File: src/rtl/sevga_pkg.sv
// Shared types and constants for the VGA/VRAM blocks.
package sevga_pkg;

    localparam int VRAM_ADDR_W = 13;
    localparam logic [2:0] WRITE_SLOT_DEF = 3'd4;

    typedef enum logic [1:0] {
        IDLE,
        SETUP,
        STROBE,
        HOLD
    } wrState_t;

    typedef struct packed {
        logic [VRAM_ADDR_W-1:0] addr;
        logic [7:0]             data;
    } wrEntry_t;

endpackage

File: src/rtl/vram_write_engine_if.sv
// Snooped-write handshake plus the VRAM SRAM bus driven by the write engine.
interface vram_write_engine_if
    import sevga_pkg::*;
#(
    parameter int ADDR_W = VRAM_ADDR_W
);

    logic              wrValid;
    logic [ADDR_W-1:0] wrAddr;
    logic [7:0]        wrData;
    logic              wrReady;

    logic [ADDR_W-1:0] vramAddr;
    logic [7:0]        vramDataOut;
    logic              vramDataOE;
    logic              nvramWE;
    logic              vramBusy;

    modport master (
        output wrValid, wrAddr, wrData,
        input  wrReady, vramAddr, vramDataOut, vramDataOE, nvramWE, vramBusy
    );

    modport slave (
        input  wrValid, wrAddr, wrData,
        output wrReady, vramAddr, vramDataOut, vramDataOE, nvramWE, vramBusy
    );

endinterface

File: src/rtl/sync_fifo.sv
// Single-clock FIFO with exact occupancy; caller guarantees no push when full
// unless a pop happens in the same cycle, and no pop when empty.
module sync_fifo #(
    parameter int WIDTH = 8,
    parameter int DEPTH = 4,
    parameter int LVL_W = $clog2(DEPTH) + 1
) (
    input  logic             clk,
    input  logic             rst,
    input  logic             push,
    input  logic             pop,
    input  logic [WIDTH-1:0] pushData,
    output logic [WIDTH-1:0] popData,
    output logic [LVL_W-1:0] level,
    output logic             full,
    output logic             empty
);

    localparam int PTR_W = $clog2(DEPTH);

    logic [WIDTH-1:0] mem [DEPTH];
    logic [PTR_W-1:0] wrPtr;
    logic [PTR_W-1:0] rdPtr;

    always_ff @(posedge clk) begin
        if (push) begin
            mem[wrPtr] <= pushData;
        end
    end

    always_ff @(posedge clk) begin
        if (rst) begin
            wrPtr <= '0;
            rdPtr <= '0;
            level <= '0;
        end else begin
            if (push) begin
                wrPtr <= wrPtr + 1'b1;
            end
            if (pop) begin
                rdPtr <= rdPtr + 1'b1;
            end
            case ({push, pop})
                2'b10:   level <= level + 1'b1;
                2'b01:   level <= level - 1'b1;
                default: level <= level;
            endcase
        end
    end

    assign popData = mem[rdPtr];
    assign full    = (level == LVL_W'(DEPTH));
    assign empty   = (level == '0);

endmodule

File: src/rtl/vram_write_engine.sv
// Drains buffered CPU byte writes into the shared VRAM SRAM using the free
// video-fetch slot (or any cycle in blanking) as a setup/strobe/hold write.
module vram_write_engine
    import sevga_pkg::*;
#(
    parameter int         DEPTH      = 4,
    parameter logic [2:0] WRITE_SLOT = WRITE_SLOT_DEF,
    parameter int         ADDR_W     = VRAM_ADDR_W,
    parameter int         LVL_W      = $clog2(DEPTH) + 1
) (
    input  logic              pixClk,
    input  logic              reset,
    // "sequence" is a reserved word in SV, hence the renamed port
    input  logic [2:0]        pixSequence,
    input  logic              vidBlank,
    vram_write_engine_if.slave bus,
    output logic              overflow,
    output logic [LVL_W-1:0]  fifoLevel
);

    wrState_t          state;
    logic              start;
    logic              push;
    logic              fifoFull;
    logic              fifoEmpty;
    logic [ADDR_W+7:0] headEntry;

    logic [ADDR_W-1:0] addrQ;
    logic [7:0]        dataQ;
    logic              oeQ;
    logic              nweQ;
    logic              busyQ;

    // Start only looks at the registered level, so a write pushed this cycle
    // can never be popped in the same cycle.
    assign start       = (state == IDLE) && !fifoEmpty
                         && (vidBlank || (pixSequence == WRITE_SLOT));
    assign bus.wrReady = !reset && !fifoFull;
    // A full FIFO still takes a write when the head is leaving on this edge.
    assign push        = bus.wrValid && !reset && (!fifoFull || start);

    sync_fifo #(
        .WIDTH (ADDR_W + 8),
        .DEPTH (DEPTH),
        .LVL_W (LVL_W)
    ) uFifo (
        .clk      (pixClk),
        .rst      (reset),
        .push     (push),
        .pop      (start),
        .pushData ({bus.wrAddr, bus.wrData}),
        .popData  (headEntry),
        .level    (fifoLevel),
        .full     (fifoFull),
        .empty    (fifoEmpty)
    );

    always_ff @(posedge pixClk) begin
        if (reset) begin
            state    <= IDLE;
            addrQ    <= '0;
            dataQ    <= '0;
            oeQ      <= 1'b0;
            nweQ     <= 1'b1;
            busyQ    <= 1'b0;
            overflow <= 1'b0;
        end else begin
            if (bus.wrValid && !push) begin
                overflow <= 1'b1;
            end
            case (state)
                IDLE: begin
                    if (start) begin
                        state <= SETUP;
                        addrQ <= headEntry[ADDR_W+7:8];
                        dataQ <= headEntry[7:0];
                        busyQ <= 1'b1;
                        oeQ   <= 1'b1;
                        nweQ  <= 1'b1;
                    end
                end
                SETUP: begin
                    state <= STROBE;
                    nweQ  <= 1'b0;
                end
                STROBE: begin
                    state <= HOLD;
                    nweQ  <= 1'b1;
                end
                HOLD: begin
                    state <= IDLE;
                    busyQ <= 1'b0;
                    oeQ   <= 1'b0;
                end
                default: state <= IDLE;
            endcase
        end
    end

    assign bus.vramAddr    = addrQ;
    assign bus.vramDataOut = dataQ;
    assign bus.vramDataOE  = oeQ;
    assign bus.nvramWE     = nweQ;
    assign bus.vramBusy    = busyQ;

endmodule

File: src/flat_wrapper.sv
// flat-port wrapper written by rule: the top's interface ports become plain ports
module vram_write_engine_flat import sevga_pkg::*;
#(
    parameter int         DEPTH      = 4,
    parameter logic [2:0] WRITE_SLOT = WRITE_SLOT_DEF,
    parameter int         ADDR_W     = VRAM_ADDR_W,
    parameter int         LVL_W      = $clog2(DEPTH) + 1
)
  (pixClk, reset, pixSequence, vidBlank, overflow, fifoLevel, bus_wrValid, bus_wrAddr, bus_wrData, bus_wrReady, bus_vramAddr, bus_vramDataOut, bus_vramDataOE, bus_nvramWE, bus_vramBusy);
  vram_write_engine_if #(.ADDR_W(ADDR_W)) bus_i ();
  input  logic pixClk;
  input  logic reset;
  input  logic [2:0] pixSequence;
  input  logic vidBlank;
  output logic overflow;
  output logic [LVL_W-1:0] fifoLevel;
  input wire logic [$bits(bus_i.wrValid)-1:0] bus_wrValid;
  input wire logic [$bits(bus_i.wrAddr)-1:0] bus_wrAddr;
  input wire logic [$bits(bus_i.wrData)-1:0] bus_wrData;
  output wire logic [$bits(bus_i.wrReady)-1:0] bus_wrReady;
  output wire logic [$bits(bus_i.vramAddr)-1:0] bus_vramAddr;
  output wire logic [$bits(bus_i.vramDataOut)-1:0] bus_vramDataOut;
  output wire logic [$bits(bus_i.vramDataOE)-1:0] bus_vramDataOE;
  output wire logic [$bits(bus_i.nvramWE)-1:0] bus_nvramWE;
  output wire logic [$bits(bus_i.vramBusy)-1:0] bus_vramBusy;
  assign bus_i.wrValid = bus_wrValid;
  assign bus_i.wrAddr = bus_wrAddr;
  assign bus_i.wrData = bus_wrData;
  assign bus_wrReady = bus_i.wrReady;
  assign bus_vramAddr = bus_i.vramAddr;
  assign bus_vramDataOut = bus_i.vramDataOut;
  assign bus_vramDataOE = bus_i.vramDataOE;
  assign bus_nvramWE = bus_i.nvramWE;
  assign bus_vramBusy = bus_i.vramBusy;
  vram_write_engine #(.DEPTH(DEPTH), .WRITE_SLOT(WRITE_SLOT), .ADDR_W(ADDR_W), .LVL_W(LVL_W)) u_core (.pixClk(pixClk), .reset(reset), .pixSequence(pixSequence), .vidBlank(vidBlank), .bus(bus_i), .overflow(overflow), .fifoLevel(fifoLevel));
endmodule
File: config.mk
export PLATFORM = sky130hd
export DESIGN_NAME = vram_write_engine_flat
export DESIGN_NICKNAME = d
export VERILOG_FILES = /design/src/rtl/sevga_pkg.sv /design/src/rtl/vram_write_engine_if.sv /design/src/rtl/sync_fifo.sv /design/src/rtl/vram_write_engine.sv /design/src/flat_wrapper.sv
export SDC_FILE = /design/constraint.sdc
export NUM_CORES = 1
export LEC_CHECK = 0
export CAP_MARGIN = 20
export CORE_MARGIN = 5
export CORE_UTILIZATION = 45
export CTS_CLUSTER_SIZE = 12
export DETAILED_ROUTE_END_ITERATION = 8
export PLACE_DENSITY = 0.75
export RECOVER_POWER = 25
export SKIP_LAST_GASP = 1
export SYNTH_ARGS = -nofsm -noshare
export SYNTH_HDL_FRONTEND = slang
export SYNTH_HIERARCHICAL = 1
export SYNTH_SLANG_ARGS = --single-unit
export TNS_END_PERCENT = 20
File: constraint.sdc
create_clock -name pixClk -period 3.1 [get_ports pixClk]
set_input_delay 0.93 -clock pixClk [delete_from_list [all_inputs] [get_ports pixClk]]
set_output_delay 0.93 -clock pixClk [all_outputs]
set_load 0.05 [all_outputs]
==> flow_summary.json <==
{
  "die_y_um": 113,
  "met3_length_um": 475,
  "synthArstFlopShare": 0,
  "synthMuxAreaShare": 0.148,
  "wl_met2_um": 4880,
  "worst_pin_slew_ns": 0.522,
  "via_per_inst": 5.03,
  "grt_max_degree": 37,
  "synth_nets": 325,
  "arrival_ns": 3.23,
  "ys.flop_type": "edfxtp_1",
  "chipWidth_um": 113,
  "core_area_mm2": 0.0103,
  "first_iter_violations": 150,
  "finalClockSkew_ns": 0.0151,
  "clk_latency_ns": 0.51,
  "critPathKind": "in2reg",
  "cap_violations": 0,
  "synth_area_mm2": 0.00478,
  "yosys-top-cells-area": "edfxtp_1, dfxtp_1, mux4_2, nand2b_1, mux2i_1",
  "ys_ff_latch": 119,
  "finalHoldViolations": 0,
  "endpoint_kind": "register",
  "synth.distinct_cells": 37,
  "cp.required_ns": 3.52,
  "initial_core_util": 0.463,
  "synth_cells": 286,
  "top_layer": "met5",
  "firstDrtPassIters": 4,
  "dpl.hpwl_um": 5240,
  "synth_common_cells": "edfxtp_1, nand2b_1, dfxtp_1",
  "setup_violations": 0,
  "globalRouteTotalUtil": 0.151,
  "rows": 37,
  "place_congestion": 0.724,
  "synth_most_common_cell": "edfxtp_1",
  "nets": 401,
  "synth_top_area_frac": 0.527,
  "synth-compound-area-share": 0.0183,
  "rsz0062_at_grt": "no",
  "crit_fanout": 3,
  "max_freq_mhz": 356,
  "drt_wl_total_um": 8900,
  "syn_to_final_growth_pct": 29.7,
  "crit_path_start_kind": "input port",
  "reg2reg_depth": 11,
  "status": "finished clean",
  "slew_headroom": 0.651,
  "ys_seq_area_frac": 0.674,
  "synth_top_family_by_area": "multiplexers",
  "cts_buffer_depth": 2,
  "period_needed_ns": 2.81,
  "fin_crit_sh": 0.907,
  "finalMaxSlewViolations": 0,
  "synth-edff-count": 84,
  "layout-drive-gt1-share": 0.195,
  "vias": 2574,
  "synth_fa_ha_area_frac": 0.0304,
  "synth_xor_area_frac": 0.00916,
  "cts.sinks": 119,
  "synth_simple_gate_area_share": 0.0882,
  "remaining_drc_errors": 0,
  "hold_path_class": "reg2reg",
  "tritoncts": "yes",
  "die_area_mm2": 0.0128,
  "syn_area_per_cell_um2": 16.7,
  "pre_cts_slack_ns": -0.177,
  "grt_pass1_wl_um": 14500,
  "ys_warn_count": 6,
  "grt_pass1_vias": 2814,
  "htree_num_levels": 4,
  "cts_buffers": 17,
  "antenna_found_initial": 2,
  "cts_hold_buf": 0,
  "io_pins": 57,
  "wl_per_cell_um": 17.4,
  "clk_pin_slew_ns": 0.06,
  "post_cts_buffers": 0,
  "io_buffers": 56,
  "drtAntennaViolNets": 0,
  "cts_repair_resize_count": 0,
  "hold_depth": 2,
  "final_core_util": 0.601,
  "grt_overflow": 0,
  "peakVddDrop_mv": 0.431,
  "final.setup.worst_slack_ns": 0.289,
  "cts_root_buf": "clkbuf_8",
  "met1_length_um": 3420,
  "p_leak_nw": 2.10,
  "yosys.area.top_type": "edfxtp_1",
  "p_per_area_mw_per_mm2": 897
}
-- path summary, 6_finish.rpt --
check	start	endpoint	slack, ns
setup / recovery	pixSequence[2]	u_core/uFifo/level[2]$_SDFFE_PP0P_	0.29
hold / removal	u_core/overflow$_SDFFE_PP0P_	u_core/overflow$_SDFFE_PP0P_	0.47
setup reg to reg	u_core/uFifo/level[2]$_SDFFE_PP0P_	u_core/uFifo/level[2]$_SDFFE_PP0P_	0.35
hold reg to reg	u_core/overflow$_SDFFE_PP0P_	u_core/overflow$_SDFFE_PP0P_	0.47
-- worst max-delay path: stages --
cell             delay, ns
clkdlybuf4s50_1       0.42
nor4b_2               0.18
o21ai_2               0.25
a21oi_1               0.13
inv_1                 0.07
ha_1                  0.15
inv_1                 0.05
fa_1                  0.37
xor2_1                0.16
or3_1                 0.31
a21oi_1               0.19
-- area by class of cell --
type | instances | area (um^2)
clock inverter | 15 | 228
inverter | 13 | 51.3
sequential | 119 | 3220
tap | 136 | 170
antenna | 1 | 2.50
clock buffer | 17 | 414
multi-input combinational | 141 | 1410
timing repair buffer | 70 | 708
fill | 737 | 4120
-- flip-flops by register name, indices dropped and copies added (netlist names), named ones only --
| register | count |
|---|---|
| u_core/uFifo/mem | 84 |
| u_core/overflow | 1 |
| u_core/bus.vramDataOut | 8 |
| u_core/bus.vramBusy | 1 |
| u_core/uFifo/wrPtr | 2 |
| u_core/state | 2 |
| u_core/bus.nvramWE | 1 |
| u_core/uFifo/rdPtr | 2 |
| u_core/bus.vramAddr | 13 |
| u_core/uFifo/level | 3 |
-- layer usage --
metal	vias to the layer above	GRT usage
met5	-	0
met4	2	0.0705
met3	10	0.0492
met2	66	0.265
met1	1286	0.166
li1	1210	-
-- cell families (layout without fill, tap and decap cells) --
logic type                 Yosys count  in the layout
muxes                               44             44
xor gates and xnor gates             5              5
buffers and inverters               26            115
DFF                                119            119
and+or+nand+nor                     70             70
other                                0              1
AOI/OAI and AO/OA                   11             11
adders and majority gates           11             11
-- cell usage in the layout, fill, tap and decap left out, types with 5 or more instances in the layout --
cell type        netlist  routed
dlygate4sd3_1          0      15
clkbuf_16              0      16
mux4_2                20      20
inv_1                 12      12
edfxtp_1              84      84
dfxtp_1               35      35
clkdlybuf4s50_1        0      39
buf_4                  1      11
bufinv_16              0       5
mux2i_1               23      23
nor2_1                11      11
ha_1                  10      10
nand2b_1              44      44
-- power by group --
| part | internal, mW | total, mW | switching (mW) |
|---|---|---|---|
| Clock | 1.39 | 2.09 | 0.697 |
| Sequential | 1.87 | 1.98 | 0.110 |
| Combinational | 0.641 | 1.50 | 0.855 |
| Total | 3.90 | 5.56 | 1.66 |
-- through the flow --
step                      hold WS, ns  instances  cell area [um^2]  total power [mW]  TNS (ns)
after global placement          0.444        479              5560              3.48   -0.0499
after global routing            0.495        512              6200              5.82         0
final                           0.470        512              6200              5.56         0
after floorplan                 0.479        286              4780              3.14         0
after CTS                       0.473        511              6200              5.63         0
after detailed placement        0.460        479              5560              3.51    -0.215
Power figures use the tool's default switching activity.
==> patch 1: new RTL, same settings <==
Re-encode `wrState_t` (4 states) as Gray code, 2 bits wide.
--- a/src/rtl/sevga_pkg.sv
+++ b/src/rtl/sevga_pkg.sv
@@ -7,6 +7,6 @@
     typedef enum logic [1:0] {
-        IDLE,
-        SETUP,
-        STROBE,
-        HOLD
+        IDLE   = 2'b00,
+        SETUP  = 2'b01,
+        STROBE = 2'b11,
+        HOLD   = 2'b10
     } wrState_t;
Function: no difference found for any inputs over 4 cycles, from zero or initial values and one cycle with reset high; so few cycles prove little.
==> patch 1 against the original RTL <==
Cell count shrank 2.7%. Final area shrank 3.4%. Setup slack gained 0.060 ns. Combinational power grew 5%. Highest routed layer is now met4. Total power shrank 2.0%. Sequential cell count is the same. Hold slack gained 0.0017 ns. Largest power group is now sequential cells. Routed wire length shrank 6.7%. Maximum frequency grew 2.2%. Synthesized area shrank 3.2%. Non-clock buffer count grew 1. Register-to-register slack gained 0.56 ns.
==> patch 1: results (changes against the original RTL) <==
status: complete, no violations (unchanged)
Slew @ Worst Pin: 0.513 ns (was 0.522 ns)
FF-to-FF Start: u_core/uFifo/level[2]$_SDFFE_PP0P_ (unchanged)
initial DRC count: 95 (was 150)
max reg flops: 84 (unchanged)
detailed-route via count: 2456 (was 2574)
vias in the first global route: 2658 (was 2814)
routability cong.: 0.780 (was 0.724)
syn nets: 306 (was 325)
htree depth: 4 (unchanged)
Post-CTS Resized: 0 (unchanged)
first drt pass iteration count: 4 (unchanged)
NumNets Final: 383 (was 401)
sequential fraction of the synthesis area: 69.7% (was 67.4%)
setup bufs post-CTS: 0 (unchanged)
clock latency on the worst-skew pair: 0.50 ns
clock tree buffer depth: 2 (unchanged)
HPWL Detailed: 5100 microns (was 5240 microns)
worst min path class: flop to flop (unchanged)
Main synth FF type: edfxtp_1 (unchanged)
clk slew on worst S/H paths: 0.05 ns
top area cells in the synthesized netlist: edfxtp_1 (55%), dfxtp_1 (15%), mux4_2 (9.7%) (was edfxtp_1 (53%), dfxtp_1 (15%), mux4_2 (9.4%))
FILL cells: 782 (was 737)
Leakage Power: 2.02 nW (was 2.10 nW)
Peak supply drop: 0.496 mV (was 0.431 mV)
Worst EP arrival: 1.82 ns (was 3.23 ns)
maxcap violations: 0 (unchanged)
largest net degree at the start of global routing: 34 (was 37)
EDFF count, synth: 84 (unchanged)
Num CTS Buffers: 17 (unchanged)
final WL: 8310 microns (was 8900 microns)
hold path start: u_core/bus.vramDataOut[5]$_SDFFE_PP0P_ (was u_core/overflow$_SDFFE_PP0P_)
worst setup path start: reset (was pixSequence[2])
share of cells above drive strength 1: 18.5% (was 19.5%)
Synth warnings: 6 (unchanged)
Cell variety after synth: 31 (was 37)
initial antenna violation count: 0 (was 2)
first-pass GRT wire length: 13700 microns (was 14500 microns)
Post-synth ARST share: 0% (unchanged)
Biggest register: u_core/uFifo/mem (unchanged)
diode count: 0 (was 1)
Buffers on Ports: 56 (unchanged)
clk_skew: 0.00631 ns (was 0.0151 ns)
Worst Path Max Fanout: 4 (was 3)
CTS root buffer: clkbuf_8 (unchanged)
Total GRT Usage: 14.6% (was 15.1%)
synth cell count leaders: edfxtp_1 (84), nand2b_1 (43), dfxtp_1 (35), mux2i_1 (22), mux4_2 (20) (was edfxtp_1 (84), nand2b_1 (44), dfxtp_1 (35), mux2i_1 (23), mux4_2 (20))
## patch 1: final cells by class
cell class	instances	share of cell area (%)
Clock buffer	20	7.10
Clock inverter	12	2.55
Inverter	10	0.668
Multi-Input combinational cell	130	21.2
Sequential cell	119	53.8
Tap cell	136	2.84
Timing Repair Buffer	71	11.8
## patch 1: worst paths after layout
path | cells past startpoint | end | slack, ns
worst max-delay path | 3 | bus_wrReady | 0.35
worst min-delay path | 2 | u_core/bus.vramDataOut[5]$_SDFFE_PP0P_ | 0.47
worst max register to register | 11 | u_core/uFifo/level[2]$_SDFFE_PP0P_ | 0.91
worst min register to register | 2 | u_core/bus.vramDataOut[5]$_SDFFE_PP0P_ | 0.47
## patch 1: metal layers
layer,share of wire (%),track usage (%)
met4,1.8,7.22
met1,41,17.7
met2,53,24.1
met3,4.5,3.91
met5,0,0
## patch 1: worst max-delay path, stage by stage
cell and delay [ns]:
clkdlybuf4s50_1 0.46, nor2_1 0.25, buf_12 0.18
## patch 1: logic make-up (layout without fill, tap and decap cells)
group           Yosys count  in the layout  synth area share (%)
flops                   119            119                  69.7
simple gates             66             66                  8.36
mux                      43             43                  15.1
buf+inv                  23            113                  2.89
compound gates           10             10                  1.30
fa+ha+maj                 6              6                  1.78
xor+xnor                  5              5                 0.947
## patch 1: power breakdown
part | total [mW] | leakage (nW) | switching [mW] | internal, mW
combinational | 1.58 | 0.697 | 0.922 | 0.653
clock | 1.88 | 0.273 | 0.655 | 1.22
sequential | 2.00 | 1.05 | 0.107 | 1.89
total | 5.45 | 2.02 | 1.68 | 3.77
## patch 1: metrics by stage
| stage | area (sq um) | instances | setup WS, ns | hold WS (ns) | setup TNS [ns] |
|---|---|---|---|---|---|
| 2_1_floorplan | 4630 | 272 | 0.278 | 0.485 | 0 |
| 3_3_place_gp | 5410 | 466 | 0.0433 | 0.458 | 0 |
| 3_5_place_dp | 5410 | 466 | -0.0565 | 0.467 | -0.0565 |
| 4_1_cts | 5990 | 498 | 0.328 | 0.475 | 0 |
| 5_1_grt | 5990 | 498 | 0.316 | 0.500 | 0 |
| 6_report | 5990 | 498 | 0.350 | 0.472 | 0 |
==> patch 2: new RTL, same flow settings <==
Made on the original files. `DEPTH` is set to 4 in 3 places; all go to 16.
--- a/src/rtl/sync_fifo.sv
+++ b/src/rtl/sync_fifo.sv
@@ -4,3 +4,3 @@
     parameter int WIDTH = 8,
-    parameter int DEPTH = 4,
+    parameter int DEPTH = 16,
     parameter int LVL_W = $clog2(DEPTH) + 1
--- a/src/rtl/vram_write_engine.sv
+++ b/src/rtl/vram_write_engine.sv
@@ -5,3 +5,3 @@
 #(
-    parameter int         DEPTH      = 4,
+    parameter int         DEPTH      = 16,
     parameter logic [2:0] WRITE_SLOT = WRITE_SLOT_DEF,
--- a/src/flat_wrapper.sv
+++ b/src/flat_wrapper.sv
@@ -3,3 +3,3 @@
 #(
-    parameter int         DEPTH      = 4,
+    parameter int         DEPTH      = 16,
     parameter logic [2:0] WRITE_SLOT = WRITE_SLOT_DEF,
Ports: changed (resized fifoLevel); port bits go from 57 to 59. The function was not compared with the original's and may differ.
==> patch 2 against the original RTL <==
Sequential cell count up 260. Total power increased by 150%. Setup slack lost 0.18 ns. Routed wire length increased to 3.3 times the old value. Sequential power rose to 3.1 times the old value. Critical endpoint is now u_core/uFifo/level[4]$_SDFFE_PP0P_. Count of clock-buffer cells in the layout is 42 higher. Synthesized area grew to 3.1 times the old value. Final area rose to 2.8 times the old value.
==> patch 2: results (changes against the original RTL) <==
post-route worst setup slack: 0.110 ns (was 0.289 ns)
syn nets: 800 (was 325)
pre-CTS WS: -0.490 ns (was -0.177 ns)
CP max stage delay: 0.54 ns (was 0.42 ns)
Buffers on Ports: 58 (was 56)
multi-input combinational area share: 20.9% (was 22.7%)
HPWL Detailed: 17200 microns (was 5240 microns)
area growth from synthesis to final layout: 18.9% (was 29.7%)
clk_buf instances: 59 (was 17)
Total GRT Usage: 16.7% (was 15.1%)
routability cong.: 0.748 (was 0.724)
diode count: 0 (was 1)
synth cell count leaders: edfxtp_1 (336), mux4_2 (84), nand2b_1 (45), dfxtp_1 (43), a22oi_1 (42) (was edfxtp_1 (84), nand2b_1 (44), dfxtp_1 (35), mux2i_1 (23), mux4_2 (20))
FF-to-FF Start: u_core/uFifo/level[0]$_SDFFE_PP0P_ (was u_core/uFifo/level[2]$_SDFFE_PP0P_)
first-pass GRT wire length: 46200 microns (was 14500 microns)
detailed-route via count: 7366 (was 2574)
sequential fraction of the synthesis area: 73.8% (was 67.4%)
clk_skew: 0.0210 ns (was 0.0151 ns)
Num CTS Buffers: 39 (was 17)
Cell variety after synth: 47 (was 37)
largest net degree at the start of global routing: 70 (was 37)
#FFs+latches synth: 379 (was 119)
Synth Area per Inst: 19.6 sq um (was 16.7 sq um)
Multi-input gate area: 3690 sq um (was 1410 sq um)
EDFF count, synth: 336 (was 84)
final WL: 29800 microns (was 8900 microns)
initial antenna violation count: 0 (was 2)
status: complete, no violations (unchanged)
htree depth: 2 (was 4)
Worst Setup Start Kind: flop (was primary input)
Leakage Power: 5.69 nW (was 2.10 nW)
placed insts: 1275 (was 479)
CP delay by family, top: simple AND/OR/NAND/NOR gates (was compound AO/OA/AOI/OAI gates)
## patch 2: where the power goes
| part | switching (mW) | internal, mW | total, mW |
|---|---|---|---|
| Sequential | 0.268 | 5.81 | 6.08 |
| Combinational | 1.79 | 1.63 | 3.42 |
| Clock | 1.74 | 2.41 | 4.15 |
| Total | 3.80 | 9.85 | 13.7 |
## patch 2: metal layers
layer / up-vias / track usage [%] / wire length [microns]
met2: 234 / 27.6 / 14700
met5: - / 0 / 0
met4: 0 / 4.50 / 622
met1: 3791 / 22.9 / 12400
li1: 3290 / - / -
met3: 51 / 3.20 / 2000
## patch 2: cell families (layout without fill, tap and decap cells)
family                   Yosys count  after routing  synth area share, %
flip-flops                       379            379                 73.8
AND/OR/NAND/NOR                  138            138                 5.23
multiplexers                     109            109                 14.4
AO/OA/AOI/OAI                     58             58                 3.01
buffers and inverters             51            194                 1.85
adder cells (fa/ha/maj)           14             14                 1.18
XOR/XNOR                           9              9                0.531
## patch 2: worst paths after layout
path         depth (start not counted)                                 end
max reg2reg                         13  u_core/uFifo/level[4]$_SDFFE_PP0P_
min reg2reg                          2        u_core/overflow$_SDFFE_PP0P_
min                                  2        u_core/overflow$_SDFFE_PP0P_
max                                 13  u_core/uFifo/level[4]$_SDFFE_PP0P_
## patch 2: through the flow
step | hold WS [ns] | setup TNS [ns] | power (mW)
2_1_floorplan | 0.479 | -0.105 | 8.65
3_3_place_gp | 0.442 | -56.35 | 9.55
3_5_place_dp | 0.460 | -63.73 | 9.59
4_1_cts | 0.476 | 0 | 13.8
5_1_grt | 0.502 | -0.0203 | 14.3
6_report | 0.471 | 0 | 13.7
## patch 2: what timing repair did
action,CTS,global route
buffers inserted,0,2
resized for setup,0,8
setup endpoints to repair,0,2
hold endpoints to repair,0,0
